$ cat src/rtl/pipe_ctrl_pkg.sv
// rtl/pipe_ctrl_pkg.sv - shared pipeline request/control types and run-control states
package pipe_ctrl_pkg;

  localparam int N_STAGE = 4;

  localparam int STG_IF  = 0;
  localparam int STG_ID  = 1;
  localparam int STG_EX  = 2;
  localparam int STG_MEM = 3;

  typedef struct packed {
    logic               stall_req;
    logic [N_STAGE-1:0] flush_req;
  } pipe_req_t;

  typedef struct packed {
    logic stall;
    logic flush;
  } pipe_ctl_t;

  typedef enum logic [1:0] {
    RC_RUN    = 2'd0,
    RC_DRAIN  = 2'd1,
    RC_HALTED = 2'd2,
    RC_STEP   = 2'd3
  } runctl_state_e;

endpackage

$ cat src/rtl/pipe_ctrl_if.sv
// rtl/pipe_ctrl_if.sv - stage request/control, debug and counter bundle
interface pipe_ctrl_if #(
  parameter int CNT_W = 32
);
  import pipe_ctrl_pkg::*;

  pipe_req_t [N_STAGE-1:0] stage_req;
  pipe_ctl_t [N_STAGE-1:0] stage_ctrl;
  logic                    fetch_hold;
  logic                    halt_req;
  logic                    resume_req;
  logic                    step_req;
  logic                    halted;
  logic [CNT_W-1:0]        stall_cnt;
  logic [CNT_W-1:0]        flush_cnt;

  modport master (
    output stage_req, halt_req, resume_req, step_req,
    input  stage_ctrl, fetch_hold, halted, stall_cnt, flush_cnt
  );

  modport slave (
    input  stage_req, halt_req, resume_req, step_req,
    output stage_ctrl, fetch_hold, halted, stall_cnt, flush_cnt
  );

endinterface

$ cat src/rtl/pipe_ctrl_runctl.sv
// rtl/pipe_ctrl_runctl.sv - debug run-control FSM (halt / drain / single-step / resume)
module pipe_runctl
  import pipe_ctrl_pkg::*;
#(
  parameter int DRAIN_CYC = 4
) (
  input  logic clk,
  input  logic rst,
  input  logic halt_req_i,
  input  logic resume_req_i,
  input  logic step_req_i,
  input  logic progress_i,
  input  logic if_moved_i,
  output logic fetch_hold_o,
  output logic flush_if_o,
  output logic halt_all_o,
  output logic halted_o
);

  localparam int CW = (DRAIN_CYC < 1) ? 1 : $clog2(DRAIN_CYC + 1);

  runctl_state_e state_q, state_d;
  logic [CW-1:0] cnt_q, cnt_d;

  always_ff @(posedge clk) begin
    if (!rst) begin
      state_q <= RC_RUN;
      cnt_q   <= '0;
    end else begin
      state_q <= state_d;
      cnt_q   <= cnt_d;
    end
  end

  always_comb begin
    state_d      = state_q;
    cnt_d        = cnt_q;
    fetch_hold_o = 1'b0;
    flush_if_o   = 1'b0;
    halt_all_o   = 1'b0;
    unique case (state_q)
      RC_RUN: begin
        if (halt_req_i) begin
          state_d = RC_DRAIN;
          cnt_d   = CW'(DRAIN_CYC);
        end
      end
      RC_DRAIN: begin
        fetch_hold_o = 1'b1;
        flush_if_o   = 1'b1;
        // Only cycles where the whole pipe advances count toward emptying it
        if (resume_req_i) begin
          state_d = RC_RUN;
        end else if (cnt_q == '0) begin
          state_d = RC_HALTED;
        end else if (progress_i) begin
          cnt_d = cnt_q - 1'b1;
          if (cnt_q == CW'(1)) state_d = RC_HALTED;
        end
      end
      RC_HALTED: begin
        fetch_hold_o = 1'b1;
        halt_all_o   = 1'b1;
        if (resume_req_i)    state_d = RC_RUN;
        else if (step_req_i) state_d = RC_STEP;
      end
      RC_STEP: begin
        if (if_moved_i) begin
          state_d = RC_DRAIN;
          cnt_d   = CW'(DRAIN_CYC);
        end
      end
      default: state_d = RC_RUN;
    endcase
    if (!rst) begin
      fetch_hold_o = 1'b0;
      flush_if_o   = 1'b0;
      halt_all_o   = 1'b0;
    end
  end

  assign halted_o = rst && (state_q == RC_HALTED);

endmodule

$ cat src/rtl/pipe_ctrl.sv
// rtl/pipe_ctrl.sv - pipeline sequencer: stall/flush resolution, run control and perf counters
module pipe_ctrl
  import pipe_ctrl_pkg::*;
#(
  parameter int NSTAGE    = N_STAGE,
  parameter int CNT_W     = 32,
  parameter int DRAIN_CYC = NSTAGE
) (
  input  logic      clk,
  input  logic      rst,
  pipe_ctrl_if.slave bus
);

  localparam logic [NSTAGE-1:0] ONE = NSTAGE'(1);

  logic [NSTAGE-1:0] sreq, freq_or, stall_v, bubble_v, stall_o, flush_o;
  logic              fetch_hold, flush_if, halt_all, halted;
  logic [CNT_W-1:0]  stall_cnt_q, flush_cnt_q;
  pipe_ctl_t [NSTAGE-1:0] ctrl;

  always_comb begin
    sreq    = '0;
    freq_or = '0;
    for (int i = 0; i < NSTAGE; i++) begin
      sreq[i] = bus.stage_req[i].stall_req;
      freq_or = freq_or | bus.stage_req[i].flush_req;
    end
  end

  // Highest stalling stage wins: everything below it holds, its own output bubbles
  always_comb begin
    stall_v  = '0;
    bubble_v = '0;
    for (int i = 0; i < NSTAGE; i++) begin
      if (sreq[i]) begin
        stall_v  = (ONE << i) - ONE;
        bubble_v = ONE << i;
      end
    end
  end

  pipe_runctl #(.DRAIN_CYC(DRAIN_CYC)) u_runctl (
    .clk          (clk),
    .rst          (rst),
    .halt_req_i   (bus.halt_req),
    .resume_req_i (bus.resume_req),
    .step_req_i   (bus.step_req),
    .progress_i   (stall_v == '0),
    .if_moved_i   (!stall_v[STG_IF]),
    .fetch_hold_o (fetch_hold),
    .flush_if_o   (flush_if),
    .halt_all_o   (halt_all),
    .halted_o     (halted)
  );

  always_comb begin
    stall_o = stall_v;
    flush_o = freq_or | bubble_v;
    if (flush_if) flush_o[STG_IF] = 1'b1;
    if (halt_all) stall_o = '1;
    flush_o = flush_o & ~stall_o;
    if (!rst) begin
      stall_o = '0;
      flush_o = '0;
    end
    for (int i = 0; i < NSTAGE; i++) begin
      ctrl[i].stall = stall_o[i];
      ctrl[i].flush = flush_o[i];
    end
  end

  always_ff @(posedge clk) begin
    if (!rst) begin
      stall_cnt_q <= '0;
      flush_cnt_q <= '0;
    end else if (!halted) begin
      if (|sreq)    stall_cnt_q <= stall_cnt_q + 1'b1;
      if (|freq_or) flush_cnt_q <= flush_cnt_q + 1'b1;
    end
  end

  assign bus.stage_ctrl = ctrl;
  assign bus.fetch_hold = fetch_hold;
  assign bus.halted     = halted;
  assign bus.stall_cnt  = stall_cnt_q;
  assign bus.flush_cnt  = flush_cnt_q;

endmodule

$ cat src/flat_wrapper.sv
// flat-port wrapper written by rule: the top's interface ports become plain ports
module pipe_ctrl_flat import pipe_ctrl_pkg::*;
#(
  parameter int NSTAGE    = N_STAGE,
  parameter int CNT_W     = 32,
  parameter int DRAIN_CYC = NSTAGE
)
  (clk, rst, bus_stage_req, bus_halt_req, bus_resume_req, bus_step_req, bus_stage_ctrl, bus_fetch_hold, bus_halted, bus_stall_cnt, bus_flush_cnt);
  pipe_ctrl_if #(.CNT_W(CNT_W)) bus_i ();
  input  logic clk;
  input  logic rst;
  input wire logic [$bits(bus_i.stage_req)-1:0] bus_stage_req;
  input wire logic [$bits(bus_i.halt_req)-1:0] bus_halt_req;
  input wire logic [$bits(bus_i.resume_req)-1:0] bus_resume_req;
  input wire logic [$bits(bus_i.step_req)-1:0] bus_step_req;
  output wire logic [$bits(bus_i.stage_ctrl)-1:0] bus_stage_ctrl;
  output wire logic [$bits(bus_i.fetch_hold)-1:0] bus_fetch_hold;
  output wire logic [$bits(bus_i.halted)-1:0] bus_halted;
  output wire logic [$bits(bus_i.stall_cnt)-1:0] bus_stall_cnt;
  output wire logic [$bits(bus_i.flush_cnt)-1:0] bus_flush_cnt;
  assign bus_i.stage_req = bus_stage_req;
  assign bus_i.halt_req = bus_halt_req;
  assign bus_i.resume_req = bus_resume_req;
  assign bus_i.step_req = bus_step_req;
  assign bus_stage_ctrl = bus_i.stage_ctrl;
  assign bus_fetch_hold = bus_i.fetch_hold;
  assign bus_halted = bus_i.halted;
  assign bus_stall_cnt = bus_i.stall_cnt;
  assign bus_flush_cnt = bus_i.flush_cnt;
  pipe_ctrl #(.NSTAGE(NSTAGE), .CNT_W(CNT_W), .DRAIN_CYC(DRAIN_CYC)) u_core (.clk(clk), .rst(rst), .bus(bus_i));
endmodule
$ cat config.mk
export PLATFORM = sky130hd
export DESIGN_NAME = pipe_ctrl_flat
export DESIGN_NICKNAME = d
export VERILOG_FILES = /design/src/rtl/pipe_ctrl_pkg.sv /design/src/rtl/pipe_ctrl_if.sv /design/src/rtl/pipe_ctrl_runctl.sv /design/src/rtl/pipe_ctrl.sv /design/src/flat_wrapper.sv
export SDC_FILE = /design/constraint.sdc
export NUM_CORES = 1
export LEC_CHECK = 0
export ABC_AREA = 1
export CAP_MARGIN = 20
export CORE_ASPECT_RATIO = 1.75
export CORE_UTILIZATION = 47
export DETAILED_ROUTE_END_ITERATION = 12
export GPL_ROUTABILITY_DRIVEN = 0
export HOLD_SLACK_MARGIN = 0.06
export PLACE_DENSITY = 0.79
export RECOVER_POWER = 50
export SYNTH_ARGS = -nofsm -noshare
export SYNTH_HDL_FRONTEND = slang
export SYNTH_SLANG_ARGS = --single-unit
$ cat constraint.sdc
create_clock -name clk -period 1.95 [get_ports clk]
set_input_delay 0.39 -clock clk [delete_from_list [all_inputs] [get_ports clk]]
set_output_delay 0.39 -clock clk [all_outputs]
set_load 0.01 [all_outputs]
==> run metrics, run 1 <==
Slew HR 0.700; hold path cells 2; Crit path required time 1.56 ns; NetSw 0.00132 W; max-slew violations 0; Seq/Total Area, Yosys 0.312; Power Total 0.00427 W; most frequent cells in the layout 223 x nand2_1, 133 x nor2_1, 79 x inv_1; H-tree levels 3; synth warn 0; Gate power share 0.247; clk_lat worst skew 0.35 ns; CTS Buffer Depth 2; syn avg cell area 6.19 µm²; number of flops mapped to enable cells by yosys 0; Die Span Y 130 µm; CTS buffer count 9; status complete, no violations; Startpoint Class primary input; Clock Sinks 69; drt first-iter violations 351; final core occ 0.661; post-synth top area share 0.312; Initial DRT Pass Iterations 8; Async S/R FF share, synth 0; setup tns final 0 ns; GRT met2 Usage 0.516; M1 GR Usage 0.283; fraction of layout cells with a size suffix above 1 0.115; Final Cycle Share 0.985; final setup vio count 0; final WL 12.8 mm; flop-to-flop setup slack 0.07 ns; placed standard-cell area 0.00570 mm²; HP Start u_core.u_runctl.cnt_q[2]$_SDFFE_PN0P_; Synth Cell Area 0.00442 mm²; detailed placement HPWL 9.86 mm; Crit Path Max Fanout 2; Initial Utilization 0.487; Synth Instances 715; wire per inst 13.3 µm; met3 Use GR 0.0533; I/O Buffers 98; peak supply drop 0.449 mV; Final Cell Area 0.00601 mm²; WS Path Type primary input to output pin; commonest non-fill, non-tap cell in the layout nand2_1; Synth Register Bits 69; Leakage 2.42 nW; Clk pin slew, worst setup/hold paths 0.06 ns; # hold bufs at CTS 0; RSZ-0062 raised after global routing true; pin count of the biggest net entering global routing 31; area grow syn2layout 35.8%; first-pass GRT wire length 21.3 mm; Final nets 872; CORE AREA 0.00909 mm²; # diodes 0; Net Count, Synth 749; f_max 521 MHz; Worst Path Arrival 1.53 ns; synth top area cells dfxtp_1 31%, nand2_1 19%, nor2_1 11%, inv_1 6.9%, nand3_1 4.6%; Worst R2R Start u_core.bus.stall_cnt[1]$_SDFFE_PN0P_; Tightest Hold Check Type flip-flop to flip-flop; part of the power in the clock network 0.390; initial antenna violation count 0; top_reg_cell synth dfxtp_1; DR vias 4,950; I/O pin cnt 99; gr busiest metal met2; Rows 46; Final ANT Viol Nets 0; post-synth top area cell dfxtp_1; Global Route Usage Sum 0.283; max-cap violation count 0; residual DRC count 0; Seq pwr share 0.363; post-layout minimum cycle time 1.92 ns; final hold violation count 0; Internal Power 0.00295 W; Synth cell types 40; critical path endpoint category output pin; hold_ws 0.468 ns; TritonCTS clock tree built; Root Driver clkbuf_16; PwrDens 711 mW/mm²; vias per cell 5.14; Die Span X 75.3 µm; gr ovfl total 0; Crit Reg-Reg Endpoint u_core.bus.stall_cnt[20]$_SDFFE_PN0P_; R2R cell count 9; worst hold path endpoint u_core.u_runctl.cnt_q[2]$_SDFFE_PN0P_; vias in the first global route 4,872; Final Skew 0.00717 ns; worst slew pin tran 0.448 ns; Die ar. 0.00982 mm²; Sw Ratio 0.310
worst max-delay path by stage:
stage          slack, ns                                     from  cells after the start           endpoint
6_report            0.03                        bus_stage_req[19]                      5  bus_stage_ctrl[0]
5_1_grt            -0.05                        bus_stage_req[19]                      5  bus_stage_ctrl[0]
4_1_cts            -0.12                                      rst                      6  bus_stage_ctrl[0]
3_5_place_dp       -0.41                                      rst                      6  bus_stage_ctrl[0]
3_3_place_gp       -0.44                                      rst                      6  bus_stage_ctrl[0]
2_1_floorplan       0.27  u_core.u_runctl.state_q[0]$_SDFFE_PN0P_                      5  bus_stage_ctrl[0]
synth_stat cells (3+ instances only):
cell	n
nor2_2	10
buf_6	3
o21bai_1	4
ha_1	9
buf_2	3
xor2_1	7
xnor2_1	10
o21ai_0	15
nand3_1	41
nand2_1	224
dfxtp_1	69
and2_1	4
buf_4	3
nor3_1	6
nor4_1	4
a21oi_1	38
nand2_2	7
clkbuf_1	6
nor2_4	9
inv_1	81
nand4_1	9
nor2_1	131
state kept, by name (all words and copies together) (netlist names):
signal,count
u_core.u_runctl.state_q,2
u_core.bus.stall_cnt,32
u_core.u_runctl.cnt_q,3
u_core.bus.flush_cnt,32
layout make-up:
type                       count  area [µm²]
inverter                      85         323
multi-input combinational    546        2650
fill                         870        3090
sequential                    69        1380
clock inverter                 7        75.1
tap                          120         150
timing repair buffer         127        1200
clock buffer                   9         225
power groups by stage:
stage / logic, W / registers (W) / clock network (W)
3_3_place_gp: 0.00101 / 0.00156 / 0
5_1_grt: 0.00117 / 0.00156 / 0.00175
3_5_place_dp: 0.00105 / 0.00157 / 0
6_report: 0.00106 / 0.00155 / 0.00167
2_1_floorplan: 0.000599 / 0.00158 / 0
4_1_cts: 0.00106 / 0.00155 / 0.00168
what timing repair did:
item / CTS / global route
setup endpoints to repair: 15 / 18
pin swaps: 0 / 1
gates resized for setup: 30 / 18
buffers inserted: 0 / 1
cells by family after synthesis:
logic type                 after synthesis  share of synthesized area
AOI/OAI and AO/OA                       66                     0.0826
xor gates and xnor gates                17                     0.0337
adders and majority gates                9                     0.0255
buffers and inverters                  100                     0.0939
DFF                                     69                      0.312
and+or+nand+nor                        454                      0.452
metal layers:
metal  routed length [µm]  share of wire
met2                 6910           0.54
met3                  634          0.049
met1                 4630           0.36
met5                    0              0
met4                  651          0.051
per-stage QoR:
stage               instances  setup slack, ns
global placement          946           -0.436
CTS                       962           -0.124
detailed placement        946           -0.414
global route              963          -0.0532
floorplan                 715            0.272
finish                    963           0.0299
critical path, cell delays in order:
cell and delay, ns:
clkdlybuf4s50_1 0.44, nor2_2 0.16, nand2_2 0.10, nor4_2 0.27
buf_2 0.17
Power figures use the tool's default switching activity.
==> run 2, diff against run 1 <==
--- a/config.mk
+++ b/config.mk
@@ -7,12 +7,14 @@
 export LEC_CHECK = 0
 export ABC_AREA = 1
 export CAP_MARGIN = 20
+export CELL_PAD_IN_SITES_DETAIL_PLACEMENT = 0
+export CELL_PAD_IN_SITES_GLOBAL_PLACEMENT = 1
 export CORE_ASPECT_RATIO = 1.75
-export CORE_UTILIZATION = 47
+export CORE_UTILIZATION = 35
 export DETAILED_ROUTE_END_ITERATION = 12
 export GPL_ROUTABILITY_DRIVEN = 0
 export HOLD_SLACK_MARGIN = 0.06
-export PLACE_DENSITY = 0.79
+export PLACE_DENSITY = 0.85
 export RECOVER_POWER = 50
 export SYNTH_ARGS = -nofsm -noshare
 export SYNTH_HDL_FRONTEND = slang
==> run 2 against run 1 <==
  * Critical path type unchanged
  * Flip-flop and latch count is the same
  * Largest cell class unchanged
  * Register-to-register slack improved by 0.09 ns
  * Combinational power about the same
  * Largest power group unchanged
==> run metrics, run 2 (synthesis gave the netlist of run 1 again) <==
status complete, no violations; Die ar. 0.0131 mm²; Placed Instances 994; max-cap violation count 0; Crit Path Max Fanout 2; Root Driver clkbuf_16; final setup vio count 0; initial antenna violation count 0; CORE AREA 0.0124 mm²; Final Cycle Share 0.979; hold_ws 0.483 ns; Register Area 0.00138 mm²; most frequent cells in the layout 224 x nand2_1, 135 x nor2_1, 79 x inv_1; pin count of the biggest net entering global routing 30; final WL 13.4 mm; drt first-iter violations 187; Cell Count, Final, Fillers Out 1,010; Initial DRT Pass Iterations 5; Clock Sinks 69; HP Start u_core.u_runctl.cnt_q[2]$_SDFFE_PN0P_; TritonCTS clock tree built; final hold violation count 0; Initial Utilization 0.358; Final ANT Viol Nets 0; Critical-path top delay cell clkdlybuf4s50_1; Global Route Usage Sum 0.218; peak supply drop 0.404 mV; gr ovfl total 0; WS Path Type primary input to output pin; residual DRC count 0; # diodes 0; vias in the first global route 4,633; I/O pin cnt 99; Crit Reg-Reg Endpoint u_core.bus.stall_cnt[30]$_SDFFE_PN0P_; R2R cell count 13; f_max 524 MHz; Rows 54; worst slew pin tran 0.435 ns; DR vias 4,803; first-pass GRT wire length 21.8 mm; wire per inst 13.2 µm; Die Span X 87.0 µm; hold path cells 2; detailed placement HPWL 10.6 mm; flop-to-flop setup slack 0.16 ns; Final Cell Area 0.00607 mm²; Clk pin slew, worst setup/hold paths 0.06 ns; Crit path max-delay family buffers and inverters; CTS buffer count 9; max-slew violations 0; Max stage delay on crit path 0.46 ns; Leakage 2.37 nW; Tightest Hold Check Type flip-flop to flip-flop; CTS Buffer Depth 2; clk_lat worst skew 0.34 ns; area grow syn2layout 37.2%; worst hold path endpoint u_core.u_runctl.cnt_q[2]$_SDFFE_PN0P_; Slew HR 0.709; commonest non-fill, non-tap cell in the layout nand2_1; Crit path required time 1.56 ns; post-layout minimum cycle time 1.91 ns; I/O Buffers 98; Worst Path Arrival 1.52 ns; H-tree levels 3; Final Skew 0.00576 ns; fraction of layout cells with a size suffix above 1 0.106; critical path endpoint category output pin; placed standard-cell area 0.00577 mm²; Final nets 871; Die Span Y 151 µm; fill cell count 1,281; crit-path cells clkdlybuf4s50_1 -> nor2_1 -> nand2_1 -> nor3_1 -> nor4_2 -> buf_2; worst path bufs/invs 2; PwrDens 728 mW/mm²; vias per cell 4.76; Startpoint Class primary input; Worst R2R Start u_core.u_runctl.state_q[0]$_SDFFE_PN0P_; footprint of the multi-input gates 0.00262 mm²
run 2: cell count changes in the layout (fill, tap and decap cells not counted), sizes merged, moves of 2 or more:
cell / previous run / this run
clkdlybuf4s50: 44 / 61
buf: 27 / 25
dlygate4sd2: 1 / 4
dlygate4sd3: 43 / 26
clkinvlp: 3 / 1
run 2: area by class of cell:
cell class,instances,share of cell area
Sequential cell,69,0.228
Multi-Input combinational cell,546,0.432
Clock inverter,6,0.0142
Clock buffer,10,0.0394
Timing Repair Buffer,126,0.198
Inverter,85,0.0540
Tap cell,168,0.0346
run 2: worst max-delay path by stage:
| stage | from | cells past startpoint | endpoint | slack (ns) |
|---|---|---|---|---|
| after floorplan | u_core.u_runctl.state_q[0]$_SDFFE_PN0P_ | 5 | bus_stage_ctrl[0] | 0.27 |
| after global placement | rst | 6 | bus_stage_ctrl[0] | -0.38 |
| after detailed placement | rst | 6 | bus_stage_ctrl[0] | -0.49 |
| after CTS | u_core.u_runctl.state_q[1]$_SDFFE_PN0P_ | 6 | bus_stage_ctrl[0] | -0.17 |
| after global routing | u_core.u_runctl.state_q[1]$_SDFFE_PN0P_ | 6 | bus_stage_ctrl[0] | -0.002 |
| final | bus_stage_req[15] | 6 | bus_stage_ctrl[0] | 0.04 |
run 2: where the power goes:
| group | switching (W) | internal (W) | total [W] | leakage, nW |
|---|---|---|---|---|
| combinational | 0.000598 | 0.000482 | 0.00108 | 1.66 |
| clock | 0.000643 | 0.00115 | 0.00179 | 0.158 |
| sequential | 0.0000621 | 0.00149 | 0.00155 | 0.558 |
| total | 0.00130 | 0.00312 | 0.00442 | 2.37 |
run 2: through the flow:
step | util | setup slack [ns] | TNS [ns] | power, W
6_report | 0.491 | 0.0404 | 0 | 0.00442
5_1_grt | 0.491 | -0.00241 | -0.00241 | 0.00467
4_1_cts | 0.494 | -0.166 | -0.166 | 0.00448
3_5_place_dp | 0.467 | -0.487 | -12.08 | 0.00263
3_3_place_gp | 0.467 | -0.381 | -9.93 | 0.00259
2_1_floorplan | - | 0.272 | 0 | 0.00217
run 2: tightest hold or removal path: stages (launching register included):
cell and delay [ns]:
dfxtp_1 0.31, nand2_1 0.06, a21oi_1 0.06
run 2: timing repair:
action / in CTS / in global routing
resized for setup: 24 / 18
pin swaps: 0 / 2
buffers inserted: 0 / 0
gates cloned: 0 / 0
hold buffers: 0 / 0
setup endpoints to repair: 11 / 10
run 2: metal layers:
metal  wire length [µm]  up-vias  track usage
met1               4790     2183        0.206
met3                451       38       0.0362
li1                   -     2474            -
met2               7670      108        0.435
met4                467        0        0.109
met5                  0        -            0
